File: src/rtl/npc_predictor.sv
`default_nettype none
// ============================================================================
// Module   : npc_predictor
// Brief    : IF-stage next-PC unit with static RV32 decode, a 2-bit BHT and a
//            resolve queue that redirects fetch and trains on mispredicts.
// Revision : 1.0
// ============================================================================
module npc_predictor #(
    parameter int WIDTH_PC      = 32,
    parameter int WIDTH_INST    = 32,
    parameter int RESOLVE_DEPTH = 2,
    parameter int BHT_ENTRIES   = 64,
    parameter int CNT_WIDTH     = 16
) (
    input  logic                  clk,
    input  logic                  rst,
    input  logic                  stop_IF,
    input  logic [WIDTH_PC-1:0]   current_pc,
    input  logic [WIDTH_INST-1:0] inst,
    input  logic                  PCSel,
    input  logic [WIDTH_PC-1:0]   branch_pc,
    output logic [WIDTH_PC-1:0]   npc,
    output logic                  pred_taken,
    output logic                  risk_Ctrl,
    output logic [CNT_WIDTH-1:0]  mispredict_count
);

    localparam int         IDX         = $clog2(BHT_ENTRIES);
    localparam logic [6:0] c_OP_JAL    = 7'b1101111;
    localparam logic [6:0] c_OP_BRANCH = 7'b1100011;

    logic [1:0]          r_bht [BHT_ENTRIES];
    logic [RESOLVE_DEPTH-1:0] r_q_valid;
    logic [RESOLVE_DEPTH-1:0] r_q_pred;
    logic [RESOLVE_DEPTH-1:0] r_q_br;
    logic [IDX-1:0]      r_q_idx [RESOLVE_DEPTH];
    logic [CNT_WIDTH-1:0] r_mis_cnt;

    logic [20:0]         w_imm_j;
    logic [12:0]         w_imm_b;
    logic [WIDTH_PC-1:0] w_off_j;
    logic [WIDTH_PC-1:0] w_off_b;
    logic [IDX-1:0]      w_idx;
    logic                w_is_jal;
    logic                w_is_branch;
    logic                w_pred;
    logic [WIDTH_PC-1:0] w_target;
    logic                w_risk;
    logic                w_retire;

    assign w_imm_j     = {inst[31], inst[19:12], inst[20], inst[30:21], 1'b0};
    assign w_imm_b     = {inst[31], inst[7], inst[30:25], inst[11:8], 1'b0};
    // Signed size casts sign-extend or truncate to the PC width as needed.
    assign w_off_j     = WIDTH_PC'($signed(w_imm_j));
    assign w_off_b     = WIDTH_PC'($signed(w_imm_b));
    assign w_idx       = current_pc[IDX+1:2];
    assign w_is_jal    = (inst[6:0] == c_OP_JAL);
    assign w_is_branch = (inst[6:0] == c_OP_BRANCH);

    always_comb begin
        w_pred   = 1'b0;
        w_target = current_pc + WIDTH_PC'(4);
        if (w_is_jal) begin
            w_pred   = 1'b1;
            w_target = current_pc + w_off_j;
        end else if (w_is_branch) begin
            w_pred = r_bht[w_idx][1];
            if (r_bht[w_idx][1]) begin
                w_target = current_pc + w_off_b;
            end
        end
    end

    assign w_risk   = r_q_valid[0] && (PCSel != r_q_pred[0]);
    assign w_retire = r_q_valid[0] && (w_risk || !stop_IF);

    always_comb begin
        npc = w_target;
        if (w_risk) begin
            npc = branch_pc;
        end else if (stop_IF) begin
            npc = current_pc;
        end
    end

    assign pred_taken       = w_pred;
    assign risk_Ctrl        = w_risk;
    assign mispredict_count = r_mis_cnt;

    // Wrong-path fetch in a redirect cycle is dropped, not enqueued.
    always_ff @(posedge clk or posedge rst) begin
        if (rst) begin
            r_q_valid <= '0;
            r_q_pred  <= '0;
            r_q_br    <= '0;
            for (int i = 0; i < RESOLVE_DEPTH; i++) begin
                r_q_idx[i] <= '0;
            end
        end else if (w_risk) begin
            r_q_valid <= '0;
        end else if (!stop_IF) begin
            for (int i = 0; i < RESOLVE_DEPTH - 1; i++) begin
                r_q_valid[i] <= r_q_valid[i+1];
                r_q_pred[i]  <= r_q_pred[i+1];
                r_q_br[i]    <= r_q_br[i+1];
                r_q_idx[i]   <= r_q_idx[i+1];
            end
            r_q_valid[RESOLVE_DEPTH-1] <= 1'b1;
            r_q_pred[RESOLVE_DEPTH-1]  <= w_pred;
            r_q_br[RESOLVE_DEPTH-1]    <= w_is_branch;
            r_q_idx[RESOLVE_DEPTH-1]   <= w_idx;
        end
    end

    always_ff @(posedge clk or posedge rst) begin
        if (rst) begin
            for (int i = 0; i < BHT_ENTRIES; i++) begin
                r_bht[i] <= 2'b01;
            end
        end else if (w_retire && r_q_br[0]) begin
            if (PCSel && (r_bht[r_q_idx[0]] != 2'b11)) begin
                r_bht[r_q_idx[0]] <= r_bht[r_q_idx[0]] + 2'b01;
            end else if (!PCSel && (r_bht[r_q_idx[0]] != 2'b00)) begin
                r_bht[r_q_idx[0]] <= r_bht[r_q_idx[0]] - 2'b01;
            end
        end
    end

    always_ff @(posedge clk or posedge rst) begin
        if (rst) begin
            r_mis_cnt <= '0;
        end else if (w_risk && (r_mis_cnt != '1)) begin
            r_mis_cnt <= r_mis_cnt + CNT_WIDTH'(1);
        end
    end

endmodule
`default_nettype wire
File: config.mk
export PLATFORM = sky130hd
export DESIGN_NAME = npc_predictor
export DESIGN_NICKNAME = d
export VERILOG_FILES = /design/src/rtl/npc_predictor.sv
export SDC_FILE = /design/constraint.sdc
export NUM_CORES = 1
export LEC_CHECK = 0
export CORE_MARGIN = 2
export CORE_UTILIZATION = 30
export CTS_CLUSTER_DIAMETER = 200
export DETAILED_ROUTE_END_ITERATION = 8
export PLACE_DENSITY = 0.55
export SLEW_MARGIN = 5
export SYNTH_ARGS = -nofsm -noshare
export SYNTH_HDL_FRONTEND = slang
export SYNTH_SLANG_ARGS = --single-unit
File: constraint.sdc
create_clock -name clk -period 11 [get_ports clk]
set_input_delay 1.1 -clock clk [delete_from_list [all_inputs] [get_ports clk]]
set_output_delay 1.1 -clock clk [all_outputs]
set_load 0.03 [all_outputs]
==> impl_metrics.json <==
{
  "startpoint": "current_pc[5]",
  "ioPinCount": 150,
  "fin_crit_ns": 6.828,
  "postSynthCellCount": 1476,
  "ctsResizeCount": 0,
  "syn_nets": 1625,
  "nFillCells": 4187,
  "ant_nets": 0,
  "nets": 1728,
  "wire_per_inst_um": 20.27,
  "reg2reg_from": "r_q_idx[8]$_DFFE_PP0P_",
  "fin_tns_setup_ns": 0,
  "cts_max_path_buffers": 2,
  "drc": 0,
  "fin_worst_hold_slack_ns": 0.4756,
  "drtPass1Iterations": 5,
  "synth_area_mm2": 0.01224,
  "power_mw": 2.406,
  "rsz0062_at_grt": "no",
  "worstPathArrival_ns": 5.73,
  "yosys_register_bits": 162,
  "coreArea_mm2": 0.04055,
  "cts_made_buffers": 17,
  "grt_pass1_vias": 11092,
  "async_reset_ff_frac": 1.000,
  "place_hpwl_um": 31070,
  "fin_cells": 2124,
  "min_path_cells": 2,
  "status": "completed",
  "yosysSeqAreaShare": 0.3377,
  "post_cts_buffers": 0,
  "viasPerCell": 5.520,
  "max_freq_mhz": 146.5,
  "regArea_mm2": 0.004134,
  "area_growth_pct": 20.72,
  "finalSetupViolCount": 0,
  "grt_max_degree": 84,
  "cp.required_ns": 9.90,
  "ys.flop_type": "dfrtp_1",
  "slew_viol_final": 0,
  "antenna_found_initial": 0,
  "floorplan.die_area_mm2": 0.04244,
  "hold_path_class": "reg -> reg",
  "layout_commonest_cell": "nand2_1",
  "drv_cap": 0,
  "clockRootBuffer": "clkbuf_16",
  "die_y_um": 206.0,
  "synth_warnings": 0,
  "post-route-util": 0.3644,
  "rows": 74,
  "routabilityCongestion": 0.9107,
  "cts.sinks": 162,
  "antenna_cells": 0,
  "clk_pin_slew_ns": 0.06,
  "htreeDepth": 4,
  "endpoint_kind": "output port",
  "path_class": "in -> out",
  "via_count": 11725,
  "layout_common_cells": "nand2_1, clkdlybuf4s50_1, nor2_1",
  "avgSynthCellArea_um2": 8.295,
  "worstPathMaxFanout": 12,
  "min_period_over_period": 0.6207,
  "worstMarginPinSlew_ns": 1.028,
  "vdd_drop_max_uv": 118.1,
  "dieWidth_um": 206.0,
  "initial_core_util": 0.3019,
  "r2r_cells": 20,
  "p_leak_nw": 5.884,
  "hold_viol_final": 0,
  "p_per_area_mw_per_mm2": 162.8,
  "drive_gt1_frac": 0.1225,
  "grt_pass1_wl_um": 65860,
  "synth_edf_count": 0,
  "first_iter_violations": 917,
  "io_buffers": 149,
  "multi_input_area_mm2": 0.007640,
  "dpl.cell_count": 2092,
  "synth_cell_types": 73,
  "clock-skew-final_ns": 0.008762,
  "slew_headroom": 0.3144,
  "grt_usage": 0.2002,
  "cp-start-kind": "input pin",
  "wirelength_um": 43050,
  "cts_tree": "yes",
  "insertion_delay_ns": 0.43,
  "overflow": 0,
  "postCtsHoldBufs": 0
}
## path summary, 6_finish.rpt
path,slack (ns),to
setup / recovery,4.17,npc[26]
hold / removal,0.48,flop
setup reg to reg,5.61,r_bht[85]$_DFFE_PP0P_
hold reg to reg,0.48,flop
max in group asynchronous,8.32,r_q_valid[0]$_DFFE_PP0N_
min in group asynchronous,1.15,r_bht[49]$_DFFE_PP0P_
## report_power, final
| group | internal [mW] | switching [mW] | total, mW | leakage [nW] |
|---|---|---|---|---|
| Sequential | 0.635 | 0.0507 | 0.686 | 1.99 |
| Clock | 0.343 | 0.259 | 0.602 | 0.287 |
| Combinational | 0.368 | 0.749 | 1.12 | 3.60 |
| Total | 1.35 | 1.06 | 2.41 | 5.88 |
## worst max-delay path: stages
cell and delay, ns:
clkdlybuf4s50_1 0.72, ha_1 0.64, nand3_1 0.14, o2111ai_2 0.26, a21oi_1 0.18, nor3_1 0.28, o221ai_1 0.24, o31ai_1 0.58
nand2b_1 0.15, a2111oi_0 0.46, a211oi_1 0.10, a21oi_1 0.17, clkdlybuf4s50_1 0.70
## cells in the mapped netlist, drive strengths merged, types with 4 or more instances
master | instances | share of area
a211oi | 9 | 0.0055
a21o | 18 | 0.011
a21oi | 124 | 0.052
a221oi | 11 | 0.0079
a22o | 6 | 0.0043
a22oi | 25 | 0.015
a31oi | 18 | 0.0092
and2 | 6 | 0.0031
and3 | 25 | 0.013
buf | 32 | 0.014
clkbuf | 53 | 0.016
dfrtp | 98 | 0.20
dfstp | 64 | 0.14
ha | 47 | 0.048
inv | 28 | 0.0088
mux2 | 40 | 0.037
mux2i | 21 | 0.017
mux4 | 20 | 0.037
nand2 | 228 | 0.070
nand2b | 11 | 0.0056
nand3 | 50 | 0.020
nand3b | 10 | 0.0061
nand4 | 16 | 0.0082
nor2 | 145 | 0.044
nor2b | 15 | 0.0077
nor3 | 30 | 0.013
nor3b | 5 | 0.0031
nor4 | 6 | 0.0031
o211ai | 13 | 0.0080
o21a | 6 | 0.0037
o21ai | 136 | 0.056
o221ai | 10 | 0.0072
o22a | 4 | 0.0029
o22ai | 15 | 0.0077
o311ai | 4 | 0.0035
o31ai | 7 | 0.0047
or2 | 6 | 0.0031
xnor2 | 39 | 0.028
xor2 | 37 | 0.026
## layout make-up
type | instances | area share
timing repair buffer | 169 | 0.1107
clock inverter | 14 | 0.01024
inverter | 28 | 0.007619
clock buffer | 18 | 0.02972
multi-input combinational | 1201 | 0.5169
tap | 532 | 0.04504
sequential | 162 | 0.2797
## kinds of logic after synthesis
logic type,Yosys count,synth area share
and+or+nand+nor,560,0.2053
AOI/OAI and AO/OA,435,0.2213
DFF,162,0.3377
buffers and inverters,113,0.03934
muxes,81,0.09075
xor gates and xnor gates,76,0.05437
adders and majority gates,49,0.05130
## stage by stage
stage               setup WS (ns)  area [um^2]
floorplan                   5.629        12240
global placement            4.369        14190
detailed placement          4.199        14190
CTS                         4.193        14780
global route                3.872        14780
finish                      4.172        14780
## layer usage
layer | vias up | routed length, um | track usage
met3 | 61 | 2562 | 0.02286
met2 | 449 | 20260 | 0.3344
li1 | 5569 | - | -
met5 | - | 0 | 0
met1 | 5646 | 19390 | 0.2747
met4 | 0 | 838 | 0.05153
Power figures use the tool's default switching activity.
